$ cat src/rtl/alu_lock_arbiter.sv
// Grants the single shared ALU to the oldest requesting SIC and steers its operands/result.
// Latency: grant one cycle after req is sampled; zero-bubble handoff on owner release.
// Backpressure: a requester simply holds req until granted; the owner holds the lock until release.
module alu_lock_arbiter #(
   parameter  int NUM_SICS = 4,
   parameter  int ID_WIDTH = 6,
   localparam int OWNER_W  = (NUM_SICS > 1) ? $clog2(NUM_SICS) : 1
) (
   input  logic                               clk,
   input  logic                               rst,
   input  logic [NUM_SICS-1:0]                req,
   input  logic [NUM_SICS-1:0][ID_WIDTH-1:0]  req_issue_id,
   input  logic [NUM_SICS-1:0]                release_lock,
   input  logic [NUM_SICS-1:0][5:0]           sic_op,
   input  logic [NUM_SICS-1:0][31:0]          sic_a,
   input  logic [NUM_SICS-1:0][31:0]          sic_b,
   output logic [NUM_SICS-1:0]                grant,
   output logic [5:0]                         alu_op,
   output logic [31:0]                        alu_a,
   output logic [31:0]                        alu_b,
   input  logic [31:0]                        alu_c,
   input  logic                               alu_zero,
   output logic [31:0]                        ans_c,
   output logic                               ans_zero,
   output logic                               locked,
   output logic [OWNER_W-1:0]                 owner
);

   typedef enum logic {
      S_IDLE   = 1'b0,
      S_LOCKED = 1'b1
   } state_t;

   state_t               state_q, state_d;
   logic [OWNER_W-1:0]   owner_q, owner_d;
   logic [NUM_SICS-1:0]  cand;

   // Oldest candidate by wrapping issue id: a is older than b when (a - b)
   // is negative as a signed ID_WIDTH value. Scanning upward and replacing
   // only on strictly-older gives equal ids to the lowest index.
   function automatic logic [OWNER_W-1:0] pick_oldest(
      input logic [NUM_SICS-1:0]               c,
      input logic [NUM_SICS-1:0][ID_WIDTH-1:0] ids
   );
      logic                found;
      logic [OWNER_W-1:0]  best;
      logic [ID_WIDTH-1:0] best_id;
      logic [ID_WIDTH-1:0] diff;
      found   = 1'b0;
      best    = '0;
      best_id = '0;
      for (int i = 0; i < NUM_SICS; i++) begin
         diff = ids[i] - best_id;
         if (c[i] && (!found || diff[ID_WIDTH-1])) begin
            found   = 1'b1;
            best    = OWNER_W'(i);
            best_id = ids[i];
         end
      end
      return best;
   endfunction

   // State and owner registers; reset drops any held lock.
   always_ff @(posedge clk) begin
      if (rst) begin
         state_q <= S_IDLE;
         owner_q <= '0;
      end else begin
         state_q <= state_d;
         owner_q <= owner_d;
      end
   end

   // Next-state: acquire from idle, or hand off to the oldest other requester
   // on the owner's release. Non-owner releases and younger requests are ignored.
   always_comb begin
      state_d = state_q;
      owner_d = owner_q;
      cand    = req;
      case (state_q)
         S_IDLE: begin
            if (|req) begin
               state_d = S_LOCKED;
               owner_d = pick_oldest(req, req_issue_id);
            end
         end
         S_LOCKED: begin
            if (release_lock[owner_q]) begin
               cand[owner_q] = 1'b0;
               if (|cand) begin
                  owner_d = pick_oldest(cand, req_issue_id);
               end else begin
                  state_d = S_IDLE;
               end
            end
         end
         default: state_d = S_IDLE;
      endcase
   end

   // Grant decode and operand steering come from registered state only;
   // operands themselves pass through combinationally from the owner.
   always_comb begin
      grant  = '0;
      alu_op = '0;
      alu_a  = '0;
      alu_b  = '0;
      if (state_q == S_LOCKED) begin
         grant[owner_q] = 1'b1;
         alu_op         = sic_op[owner_q];
         alu_a          = sic_a[owner_q];
         alu_b          = sic_b[owner_q];
      end
   end

   // Result is broadcast unconditionally; only the granted SIC consumes it.
   assign ans_c    = alu_c;
   assign ans_zero = alu_zero;
   assign locked   = (state_q == S_LOCKED);
   assign owner    = owner_q;

endmodule
$ cat config.mk
export PLATFORM = sky130hd
export DESIGN_NAME = alu_lock_arbiter
export DESIGN_NICKNAME = d
export VERILOG_FILES = /design/src/rtl/alu_lock_arbiter.sv
export SDC_FILE = /design/constraint.sdc
export NUM_CORES = 1
export LEC_CHECK = 0
export ABC_AREA = 1
export CORE_AREA = 2 2 175 177
export CTS_CLUSTER_SIZE = 25
export DETAILED_ROUTE_END_ITERATION = 16
export DIE_AREA = 0 0 177 179
export HOLD_SLACK_MARGIN = 0.1
export MAX_ROUTING_LAYER = met4
export SLEW_MARGIN = 25
export SYNTH_ARGS = -nofsm -noshare
export SYNTH_HDL_FRONTEND = slang
export SYNTH_SLANG_ARGS = --single-unit
$ cat constraint.sdc
create_clock -name clk -period 4.3 [get_ports clk]
set_clock_uncertainty 0.1 [all_clocks]
set_input_delay 0.645 -clock clk [delete_from_list [all_inputs] [get_ports clk]]
set_output_delay 0.645 -clock clk [all_outputs]
set_load 0.05 [all_outputs]
-- Word level (Yosys, flattened, before mapping)
Cells that the tools add are included.
- bits in registers: 3
- bits of input ports: 347
- output and inout bits: 110
- logic and storage cells: 108
- add/subtract/negate cells: 6
- magnitude comparators: 2
- eq/ne operators: 3
- mux-type cells: 70
- bitwise operators: 3
- reductions and logical operators: 22
- operators by type and width (kind ; count):
    6-bit 2-to-1 mux ; 23
    32-bit binary-select mux with 2-bit select ; 2
    32-bit 2-to-1 mux ; 4
    6-bit subtractor ; 6
    1-bit 2-to-1 mux ; 28
    2-bit 2-to-1 mux ; 7
    6-bit binary-select mux with 2-bit select ; 1
    4-bit OR reduction ; 2
    1-bit logical AND ; 7
    1-bit logical NOT ; 6
    1-bit logical OR ; 6
    4-bit AND ; 1
    4-bit 2-to-1 mux ; 1
    2-bit by 1-bit inequality test with 1-bit output (second input constant) ; 2
    4-bit inverter ; 1
    2-bit one-hot mux with 2 select lines ; 1
    2-bit by 3-bit < comparator with 1-bit output (second input constant) ; 1
    3-bit AND reduction ; 1
    1-bit binary-select mux with 2-bit select ; 1
    1-bit demux with 2-bit select ; 1
    2-bit by 1-bit >= comparator with 1-bit output (second input constant) ; 1
    2-bit inequality test (second input constant) ; 1
    1-bit one-hot mux with 2 select lines ; 1
    1-bit inverter ; 1

-- Longest topological paths before layout
Gate-level depths: netlist of run 1.
- word-level depth: 31
- gate-level depth with buffers: 40
- depth with buffers taken out: 38

-- Worst setup path before layout of run 1
No wires, ideal clock.
- kind: register to register
- start point: reg owner_q[1], in the netlist owner[1]
- end point: reg owner_q[1], in the netlist owner[1]
- setup time: 0.070 ns
- arrival time: 4.694 ns
- required time: 4.130 ns
- setup slack: -0.564 ns
- cell stages (with the launch flop): 39
- path buffers: 2
- period minus slack after synthesis: 4.864 ns
- cell sequence: dfxtp_1 -> inv_2 -> nand2_4 -> nand2_1 -> inv_2 -> nand2_1 -> ha_1 -> nand2_1 -> inv_1 -> a21oi_1 -> nand2_1 -> nand2_1 -> nand2_1 -> nand2_2 -> nand2_2 -> buf_6 -> o21ai_0 -> ha_1 -> [3 not listed] -> nand2_1 -> nand2_1 -> nand2_2 -> nand2_4 -> nand2_4 -> buf_6 -> nand2_1 -> o21ai_0 -> ha_1 -> a21oi_1 -> nor2_1 -> a211oi_1 -> nand3_1 -> nand3_2 -> nand2_2 -> nand2_1 -> nand3_1 -> a21oi_1
- cells in the longest elaborated chain, start to end: 31
- elaborated cells between the ends (all ways): 54
- those cells by class: add/sub (3); order compare (2); eq/ne (2); mux (33); bitwise (2); reduce/logical (12)
- RTL lines (what ; RTL line ; text):
    start, declared ; 35 ; logic [OWNER_W-1:0] owner_q, owner_d;
    start signal, assigned ; 70 ; owner_q <= owner_d;
    2-bit by 3-bit < comparator with 1-bit output (not written as such) or 2-bit by 1-bit >= comparator with 1-bit output (tied branches) ; 89 ; cand[owner_q] = 1'b0;
    1-bit logical AND (not written as such) ; 89 ;
    1-bit 2-to-1 mux (not written as such) ; 89 ;
    1-bit demux with 2-bit select ; 89 ;
    4-bit inverter (no source line) ; n/a ;
    4-bit AND (no source line) ; n/a ;
    6-bit 2-to-1 mux or 1-bit 2-to-1 mux (tied branches) ; 54 ; if (c[i] && (!found || diff[ID_WIDTH-1])) begin
    6-bit 2-to-1 mux or 1-bit 2-to-1 mux (tied branches) ; 90 ; if (|cand) begin
    [15 not listed] ; n/a ;
    6-bit 2-to-1 mux or 1-bit 2-to-1 mux (tied branches) ; 80 ; case (state_q)
    6-bit subtractor or 1-bit logical NOT (tied branches) ; 53, 54 ;
    1-bit logical OR ; 54 ;
    1-bit logical AND ; 54 ;
    2-bit 2-to-1 mux ; 54 ;
    2-bit 2-to-1 mux ; 90 ;
    2-bit 2-to-1 mux ; 88 ; if (release_lock[owner_q]) begin
    2-bit one-hot mux with 2 select lines ; 80 ;
Parallel ways exist; a longest one is shown, timed or not. The select of a mux whose other input is x is not followed.
A chain may end at the register's enable or synchronous reset.

-- Worst setup path after layout of run 1
- start point: in req_issue_id[2] (netlist name)
- end point: reg owner_q[1], in the netlist owner[1]
- cells in the longest elaborated chain, start to end: 25
- elaborated cells between the ends (all ways): 65
- those cells by class: add/sub (6); mux (43); reduce/logical (16)
- RTL lines (what ; RTL line ; text):
    start, declared ; 12 ; input logic [NUM_SICS-1:0][ID_WIDTH-1:0] req_issue_id,
    6-bit 2-to-1 mux ; 54 ;
    6-bit 2-to-1 mux ; 90 ;
    6-bit 2-to-1 mux ; 88 ;
    6-bit 2-to-1 mux ; 80 ;
    6-bit subtractor ; 53 ; diff = ids[i] - best_id;
    1-bit logical OR ; 54 ;
    1-bit logical AND ; 54 ;
    6-bit 2-to-1 mux or 1-bit 2-to-1 mux (tied branches) ; 54 ;
    [9 not listed] ; n/a ;
    6-bit 2-to-1 mux or 1-bit 2-to-1 mux (tied branches) ; 80 ;
    6-bit subtractor or 1-bit logical NOT (tied branches) ; 53, 54 ;
    1-bit logical OR ; 54 ;
    1-bit logical AND ; 54 ;
    2-bit 2-to-1 mux ; 54 ;
    2-bit 2-to-1 mux ; 90 ;
    2-bit 2-to-1 mux ; 88 ;
    2-bit one-hot mux with 2 select lines * ; 80 ;
Every way passes the cells marked *; elsewhere a longest branch is shown, timed or not. The select of a mux whose other input is x is not followed.

==> results of run 1 <==
## cells by family (layout without fill, tap and decap cells)
kind of cell | after synthesis | count (layout) | synth area share
other cells | 0 | 22 | 0
flops | 3 | 3 | 0.01797
buf+inv | 110 | 503 | 0.1696
compound gates | 246 | 246 | 0.4781
fa+ha+maj | 24 | 24 | 0.08985
simple gates | 176 | 179 | 0.2445
## how the worst max path moves through the flow
| stage | start | end | slack [ps] |
|---|---|---|---|
| floorplan | req[0] | owner[1] | -30 |
| global placement | req[0] | owner[0] | -670 |
| detailed placement | req[0] | owner[1] | -950 |
| CTS | req[0] | owner[1] | 2 |
| global route | owner[1] | owner[1] | -200 |
| finish | req_issue_id[2] | owner[1] | 130 |
## registers in the layout, indices dropped and copies added (netlist names)
signal	flops
owner	2
locked	1
## worst min-delay path, stage by stage (launching register included)
cell and delay [ps]:
dfxtp_1 370, a21oi_1 190, nor2_1 50
## metrics by stage
step / setup WS [ps] / hold slack (ps) / util / area (sq um)
6_report: 130.2 / 558.6 / 0.2785 / 8363
5_1_grt: -195.6 / 583.2 / 0.2780 / 8348
4_1_cts: 1.984 / 548.3 / 0.2711 / 8142
3_5_place_dp: -951.4 / 541.5 / 0.2623 / 7878
3_3_place_gp: -666.6 / 545.8 / 0.2623 / 7878
2_1_floorplan: -28.92 / 497.2 / - / 3466
## synthesized netlist by cell type
library cell  instances
nand3_2               6
a31oi_1               3
inv_2                 6
nand3_1              31
inv_1                30
nand4_1               1
buf_4                35
nor3_1                2
clkbuf_1             36
nor2_1               22
a211oi_1              4
buf_6                 3
nor2_4                1
o21ai_0              16
ha_1                 24
nand2_4               5
a22oi_1             141
nand2_1              96
nand2_2              10
dfxtp_1               3
nor2_2                2
a21oi_1              82
## report_power, final
part / leakage, nW / switching [mW] / internal (mW) / total [mW]
combinational: 3.19 / 1.06 / 0.795 / 1.86
clock: 0.0383 / 0.0254 / 0.122 / 0.148
sequential: 0.0256 / 0.00500 / 0.0332 / 0.0382
## metal layers
metal,share of wire,GRT usage,wire (um)
met5,0,-,0
met4,0.011,0.03030,304
met3,0.12,0.07146,3503
met2,0.42,0.2424,11800
met1,0.45,0.2270,12740
## cell type report
type | instances | area share
flip-flops and latches | 3 | 0.007481
multi-input cells | 449 | 0.3694
clock buffers | 4 | 0.009425
repair buffers | 463 | 0.5308
inverters | 36 | 0.01706
diodes | 22 | 0.006583
well taps | 396 | 0.05925
## repair_timing
item / CTS / global route
buffers inserted: 10 / 6
endpoints found under the setup margin: 2 / 2
pin swaps: 30 / 10
resized for setup: 76 / 22
cloned: 1 / 2
==> run summary, run 1 <==
Crit Path Category: in2reg
footprint of the multi-input gates: 3089 sq um
core area: 30030 sq um
Detailed Route WL: 28.34 mm
Synth top area share: 0.3167
clock buffer depth: 2
htree depth: 1
measured slew at the worst slew-check pin: 851.6 ps
CP Buf/Inv Count: 2
most used cell along the critical path: nand2_1
most common cell after layout, fill and taps aside: clkdlybuf4s50_1
Critical Path Max Stage Delay: 350 ps
Die Y: 179 um
non-filler cells, final: 1373
ranking of synthesized cells by area: a22oi_1 (32%), a21oi_1 (12%), nand2_1 (11%)
clk sinks: 3
Hold Path Sink: locked
Synth cell types: 22
Die Wd: 177 um
startpoint class of the critical path: primary input
TritonRoute pass-1 iters: 4
critical path's top delay family: simple AND/OR/NAND/NOR gates
initial antenna violation count: 36
critical path's slowest cell: ha_1
vias in the first global route: 5619
Hold Vio Cnt, Final: 0
storage element area: 62.56 sq um
Pwr Density: 244.4 nW/um^2
unrepaired setup endpoints after global routing: true
r2r startpoint: owner[0]
Avg Cell Area, Syn: 5.978 sq um
first-pass GRT wire length: 37.54 mm
Finish-stage setup viols: 0
Final Wtd Congestion: 0.8210
CTS Buf Count: 3
Worst Path Max Fanout: 5
Overall Global Routing Usage: 0.1711
Achievable Freq: 239.8 MHz
synth warn: 0
worst skew pair latency: 220 ps
fin nets: 1327
register bit count reported by yosys: 3
Ports: 457
Worst VDD drop: 0.0001398 V
Worst Path Arrival: 4220 ps
Cells after DPL: 1328
DR iter-0 viols: 269
Hold Buf Count CTS: 0
most frequent cells in the layout: clkdlybuf4s50_1 (372), a22oi_1 (141), nand2_1 (77), a21oi_1 (75), buf_4 (75)
Initial Util: 0.1113
outcome: finished, final reports clean
layout cells sized above 1: 0.1864
Setup TNS: 0 ps
area leader, netlist: a22oi_1
DRC violations left: 0
Reg clk slew, reported paths: 30 ps
Reg2Reg Setup Slack: 160 ps
Critical Path Stages: 34
Tcrit/Tclk final: 0.9697
Hold WC Path Type: reg2reg
CTS tree: built
Fill cells: 3261
gr ovfl total: 0
sequential share of the synthesized area: 0.01797
Via density: 4.304
cells after synthesis: 559
Mapped Area: 3342 sq um
Slew headroom: 0.4323
clock root buffer: clkbuf_16
Hold Path Cell Cnt: 2
max_cap viols: 0
Worst setup EP type: register
die area: 31680 sq um
vias post-DR: 5909
required time of the critical path: 4350 ps
R2R depth: 36
WL/cell: 20.64 um
Hold Crit Start: locked
row cnt: 64
Final Max Slew Viols: 0
Reg2Reg Capture Point: owner[1]
crit path time final: 4170 ps
Tot Pwr: 2.044 mW
P_leak: 3.249 nW
Area Growth Syn to Fin: 150.2%
# port buffers: 390
syn nets: 930
DP HPWL: 23.90 mm
largest net degree at the start of global routing: 72
DRT antenna net count: 0
No activity file was read; power rests on OpenSTA's default activity.
==> run 2: changes to the inputs <==
--- a/config.mk
+++ b/config.mk
@@ -6,10 +6,10 @@
 export NUM_CORES = 1
 export LEC_CHECK = 0
 export ABC_AREA = 1
-export CORE_AREA = 2 2 175 177
+export CORE_AREA = 2 2 180 182
 export CTS_CLUSTER_SIZE = 25
 export DETAILED_ROUTE_END_ITERATION = 16
-export DIE_AREA = 0 0 177 179
+export DIE_AREA = 0 0 182 184
 export HOLD_SLACK_MARGIN = 0.1
 export MAX_ROUTING_LAYER = met4
 export SLEW_MARGIN = 25
==> constraint.sdc (replaced) <==
create_clock -name clk -period 4.75 [get_ports clk]
set_clock_uncertainty 0.1 [all_clocks]
set_input_delay 0.7125 -clock clk [delete_from_list [all_inputs] [get_ports clk]]
set_output_delay 0.7125 -clock clk [all_outputs]
set_load 0.05 [all_outputs]
==> run 2 against run 1 <==
  * Highest routed layer unchanged
  * Die area increased by 5.7%
  * Sequential share of layout area barely moved
  * Global-route usage shrank 1.3 points
  * Total power fell by 9.6%
==> run summary, run 2 (same netlist as run 1, synthesis figures left out) <==
Fill cells: 3415 (was 3261)
Worst Path Max Fanout: 5 (unchanged)
Critical Path Max Stage Delay: 350 ps (about the same)
CTS tree: built (unchanged)
gr ovfl total: 0 (unchanged)
Final Util: 0.2612 (was 0.2785)
critical path's top delay family: simple AND/OR/NAND/NOR gates (unchanged)
largest net degree at the start of global routing: 63 (was 72)
GR peak layer: met2 (unchanged)
worst skew pair latency: 220 ps (about the same)
Tcrit/Tclk final: 0.9299
Hold Buf Count CTS: 0 (unchanged)
Ports: 457 (unchanged)
Initial Util: 0.1065 (was 0.1113)
Finish-stage setup viols: 0 (unchanged)
Worst VDD drop: 0.0001413 V (was 0.0001398 V)
htree depth: 1 (unchanged)
CTS Buf Count: 3 (unchanged)
Worst setup EP type: register (unchanged)
Largest register FFs: 2 (unchanged)
Reg2Reg Setup Slack: 390 ps (was 160 ps)
Reg clk slew, reported paths: 30 ps (about the same)
Final Hold Slack: 535.6 ps (was 558.6 ps)
met2 Use GR: 0.2838 (was 0.2424)
Hold WC Path Type: reg2reg (unchanged)
DRT antenna net count: 0 (unchanged)
Placement Cell Area: 7760 sq um (was 7878 sq um)
WL/cell: 21.31 um (was 20.64 um)
design area: 8199 sq um (was 8363 sq um)
vias in the first global route: 5614 (was 5619)
Via density: 4.379 (was 4.304)
DRC violations left: 0 (unchanged)
Die Wd: 182 um (was 177 um)
Tot Pwr: 1.847 mW (was 2.044 mW)
vias post-DR: 5881 (was 5909)
CP Buf/Inv Count: 1 (was 2)
crit path time final: 4417 ps
Net Switching: 1.003 mW (was 1.094 mW)
first-pass GRT wire length: 37.70 mm (was 37.54 mm)
die area: 33490 sq um (was 31680 sq um)
DR iter-0 viols: 280 (was 269)
initial antenna violation count: 8 (was 36)
Area Growth Syn to Fin: 145.3% (was 150.2%)
Die Y: 184 um (was 179 um)
fin nets: 1312 (was 1327)
met1 usage: 0.1893 (was 0.2270)
clock share of power: 0.072 (about the same)
startpoint class of the critical path: primary input (unchanged)
storage element area: 62.56 sq um (unchanged)
Final Wtd Congestion: 0.8331 (was 0.8210)
Pint: 844.4 uW (was 950.1 uW)
footprint of the multi-input gates: 3077 sq um (was 3089 sq um)
row cnt: 65 (was 64)
required time of the critical path: 4790 ps (was 4350 ps)
Final Max Slew Viols: 0 (unchanged)
Hold Vio Cnt, Final: 0 (unchanged)
# port buffers: 390 (unchanged)
clock buffer depth: 2 (unchanged)
Achievable Freq: 226.4 MHz
Overall Global Routing Usage: 0.1586 (was 0.1711)
measured slew at the worst slew-check pin: 802.1 ps (was 851.6 ps)
P_leak: 3.176 nW (was 3.249 nW)
TritonRoute pass-1 iters: 7 (was 4)
Slew headroom: 0.4633 (was 0.4323)
clk sinks: 3 (unchanged)
combinational share of power: 0.910 (was 0.909)
most common cell after layout, fill and taps aside: clkdlybuf4s50_1 (unchanged)
max_cap viols: 0 (unchanged)
grt met3 use: 0.02080 (was 0.07146)
core area: 31390 sq um (was 30030 sq um)
Reg power frac: 0.018 (was 0.019)
DP HPWL: 23.82 mm (was 23.90 mm)
Crit Path Category: in2reg (unchanged)
Detailed Route WL: 28.62 mm (was 28.34 mm)
most used cell along the critical path: nand2_1 (unchanged)
clock root buffer: clkbuf_16 (unchanged)
layout cells sized above 1: 0.1702 (was 0.1864)
most frequent cells in the layout: clkdlybuf4s50_1 (377), a22oi_1 (141), a21oi_1 (78), nand2_1 (74), buf_4 (55) (was clkdlybuf4s50_1 (372), a22oi_1 (141), nand2_1 (77), a21oi_1 (75), buf_4 (75))
outcome: finished, final reports clean (unchanged)
Worst Path Arrival: 4460 ps (was 4220 ps)
Switching Share: 0.5429 (was 0.5351)
Pwr Density: 225.3 nW/um^2 (was 244.4 nW/um^2)
critical path's slowest cell: ha_1 (unchanged)
run 2: through the flow:
step	setup WS (ps)	std cells	setup TNS, ps
floorplan	54.15	559	0
detailed placement	-653.8	1331	-1270
global placement	-455.1	1331	-908.1
CTS	0.7616	1335	0
global route	-73.58	1343	-136.1
finish	333.2	1343	0
run 2: area by class of cell:
cell class / count / area share
antenna: 1 / 0.0003052
clock buffer: 4 / 0.009614
inverter: 36 / 0.01709
multi-input combinational: 450 / 0.3752
sequential: 3 / 0.007630
tap: 402 / 0.06135
timing repair buffer: 447 / 0.5288
run 2: worst paths after layout:
kind | endpoint | cells past startpoint | startpoint
worst min-delay path | owner[0] | 3 | owner[0]
worst max register to register | owner[1] | 37 | owner[1]
worst max-delay path | owner[1] | 32 | req_issue_id[8]
worst min register to register | owner[0] | 3 | owner[0]
run 2: repair_timing:
action,in CTS,in global routing
resized for setup,30,80
endpoints found under the setup margin,2,2
pin swaps,16,49
cloned,1,3
buffers inserted,0,4
hold endpoints to repair,0,0
run 2: per-layer routing:
layer	routed length, um	vias to the layer above
li1	-	2797
met1	11460	2750
met2	14870	284
met3	1710	50
met4	579	0
met5	0	-
run 2: tightest hold or removal path, delay by kind of cell (launching register included):
| family | cells | cell delay, ps |
|---|---|---|
| DFF | 1 | 310 |
| buffers and inverters | 1 | 160 |
| AOI/OAI and AO/OA | 1 | 50 |
| and+or+nand+nor | 1 | 70 |
run 2: power by group through the flow:
stage                     clock, mW  sequential (mW)  combinational [mW]
after floorplan                   0           0.0495               0.928
after global placement            0           0.0344                1.58
after detailed placement          0           0.0342                1.59
after CTS                     0.134           0.0339                1.61
after global routing          0.139           0.0348                1.80
final                         0.132           0.0340                1.68
==> run 3: changes to the inputs <==
--- a/config.mk
+++ b/config.mk
@@ -12,6 +12,7 @@
 export DIE_AREA = 0 0 182 184
 export HOLD_SLACK_MARGIN = 0.1
 export MAX_ROUTING_LAYER = met4
+export SETUP_SLACK_MARGIN = 0.15
 export SLEW_MARGIN = 25
 export SYNTH_ARGS = -nofsm -noshare
 export SYNTH_HDL_FRONTEND = slang
==> run 3 against run 2 <==
  * Final area is 1.7% higher
  * Cell count is 0.89% higher
  * Critical path type unchanged
  * Highest routed layer unchanged
  * Largest power group unchanged
  * Die area stayed put
  * Critical path depth is 4 higher
==> run summary, run 3 (same netlist as run 1, synthesis figures left out) <==
DP HPWL: 23.23 mm (was 23.82 mm)
Tcrit/Tclk final: 0.9415 (was 0.9299)
startpoint class of the critical path: primary input (unchanged)
most frequent cells in the layout: clkdlybuf4s50_1 (376), a22oi_1 (141), a21oi_1 (76), nand2_1 (72), buf_4 (66) (was clkdlybuf4s50_1 (377), a22oi_1 (141), a21oi_1 (78), nand2_1 (74), buf_4 (55))
Crit Path Category: in2reg (unchanged)
Via density: 4.393 (was 4.379)
Final Wtd Congestion: 0.8269 (was 0.8331)
max_cap viols: 0 (unchanged)
worst skew pair latency: 220 ps (about the same)
Finish-stage setup viols: 0 (unchanged)
Reg2Reg Capture Point: owner[0] (was owner[1])
footprint of the multi-input gates: 3108 sq um (was 3077 sq um)
design area: 8341 sq um (was 8199 sq um)
Ports: 457 (unchanged)
Fill cells: 3438 (was 3415)
Hold WC Path Type: reg2reg (unchanged)
Reg clk slew, reported paths: 30 ps (about the same)
most common cell after layout, fill and taps aside: clkdlybuf4s50_1 (unchanged)
clock buffer depth: 2 (unchanged)
Worst setup EP type: register (unchanged)
Worst Path Arrival: 4520 ps (was 4460 ps)
unrepaired setup endpoints after global routing: true
Die Y: 184 um (unchanged)
Hold Vio Cnt, Final: 0 (unchanged)
clock root buffer: clkbuf_16 (unchanged)
Final Hold Slack: 535.1 ps (was 535.6 ps)
most used cell along the critical path: nand2_1 (unchanged)
vias post-DR: 5953 (was 5881)
DRT antenna net count: 0 (unchanged)
measured slew at the worst slew-check pin: 643.5 ps (was 802.1 ps)
Initial Util: 0.1065 (unchanged)
crit path time final: 4472 ps (was 4417 ps)
critical path's slowest cell: ha_1 (unchanged)
core area: 31390 sq um (unchanged)
first-pass GRT wire length: 37.96 mm (was 37.70 mm)
CTS Buf Count: 3 (unchanged)
initial antenna violation count: 7 (was 8)
Critical path origin: req[0] (was req_issue_id[8])
required time of the critical path: 4800 ps (was 4790 ps)
DRC violations left: 0 (unchanged)
DR iter-0 viols: 307 (was 280)
# port buffers: 390 (unchanged)
R2R depth: 35 (was 37)
Final Util: 0.2657 (was 0.2612)
Critical Path Max Stage Delay: 310 ps (was 350 ps)
Setup TNS: 0 ps (unchanged)
TritonRoute pass-1 iters: 5 (was 7)
Detailed Route WL: 28.03 mm (was 28.62 mm)
P_leak: 3.246 nW (was 3.176 nW)
vias in the first global route: 5842 (was 5614)
CTS tree: built (unchanged)
Pwr Density: 223.7 nW/um^2 (was 225.3 nW/um^2)
htree depth: 1 (unchanged)
crit path to: owner[0] (was owner[1])
storage element area: 62.56 sq um (unchanged)
Achievable Freq: 223.6 MHz (was 226.4 MHz)
Die Wd: 182 um (unchanged)
r2r startpoint: owner[1] (unchanged)
Worst Path Max Fanout: 5 (unchanged)
Final Max Slew Viols: 0 (unchanged)
gr ovfl total: 0 (unchanged)
Largest register FFs: 2 (unchanged)
row cnt: 65 (unchanged)
outcome: finished, final reports clean (unchanged)
clk sinks: 3 (unchanged)
Slew headroom: 0.5697 (was 0.4633)
layout cells sized above 1: 0.1859 (was 0.1702)
Area Growth Syn to Fin: 149.6% (was 145.3%)
fin nets: 1324 (was 1312)
WL/cell: 20.68 um (was 21.31 um)
Tot Pwr: 1.866 mW (was 1.847 mW)
Reg2Reg Setup Slack: 410 ps (was 390 ps)
largest net degree at the start of global routing: 61 (was 63)
Worst VDD drop: 0.0001240 V (was 0.0001413 V)
die area: 33490 sq um (unchanged)
Overall Global Routing Usage: 0.1575 (was 0.1586)
Placement Cell Area: 7769 sq um (was 7760 sq um)
[run 3: cell count changes in the layout (fill, tap and decap cells not counted), moves of 3 or more]
cell,delta
buf_4,+11
buf_6,+3
nor2_2,-3
o21ai_0,-3
[run 3: critical path: cells and delay by family]
family | cells | cell delay, ps
AND/OR/NAND/NOR | 22 | 1650
adder cells (fa/ha/maj) | 3 | 730
AO/OA/AOI/OAI | 8 | 1130
buffers and inverters | 3 | 280
[run 3: metrics by stage]
stage	setup WS, ps	instances
after floorplan	150.3	559
after global placement	-425.7	1331
after detailed placement	-669.0	1331
after CTS	153.2	1341
after global routing	-9.854	1355
final	277.8	1355
[run 3: what timing repair did]
action	CTS	global route
gates resized for setup	51	70
pin swaps	28	61
endpoints found under the hold margin	0	0
buffers inserted	3	13
hold buffers	0	0
setup endpoints to repair	2	2
cloned	3	0
[run 3: how the worst min path moves through the flow]
stage               cells after the start  slack, ps  startpoint        to
finish                                  3        540    owner[0]  owner[0]
global route                            3        560    owner[0]  owner[0]
CTS                                     3        540    owner[0]  owner[0]
detailed placement                      3        540    owner[0]  owner[0]
global placement                        2        540      locked    locked
floorplan                               2        500    owner[0]  owner[0]
[run 3: report_power, final]
group / switching [mW] / internal [mW]
clock network: 0.0224 / 0.111
logic: 0.980 / 0.719
registers: 0.00396 / 0.0300
[run 3: per-layer routing]
layer | up-vias | track usage | wire length (um)
met1 | 2793 | 0.1888 | 11260
met5 | - | - | 0
met2 | 277 | 0.2750 | 14300
met3 | 57 | 0.02338 | 1729
li1 | 2826 | - | -
met4 | 0 | 0.04323 | 737
[run 3: area by class of cell]
cell class | instances | area share
diodes | 1 | 0.0003000
clock buffers | 4 | 0.009451
inverters | 36 | 0.01725
multi-input cells | 449 | 0.3726
flip-flops and latches | 3 | 0.007501
well taps | 402 | 0.06031
repair buffers | 460 | 0.5326
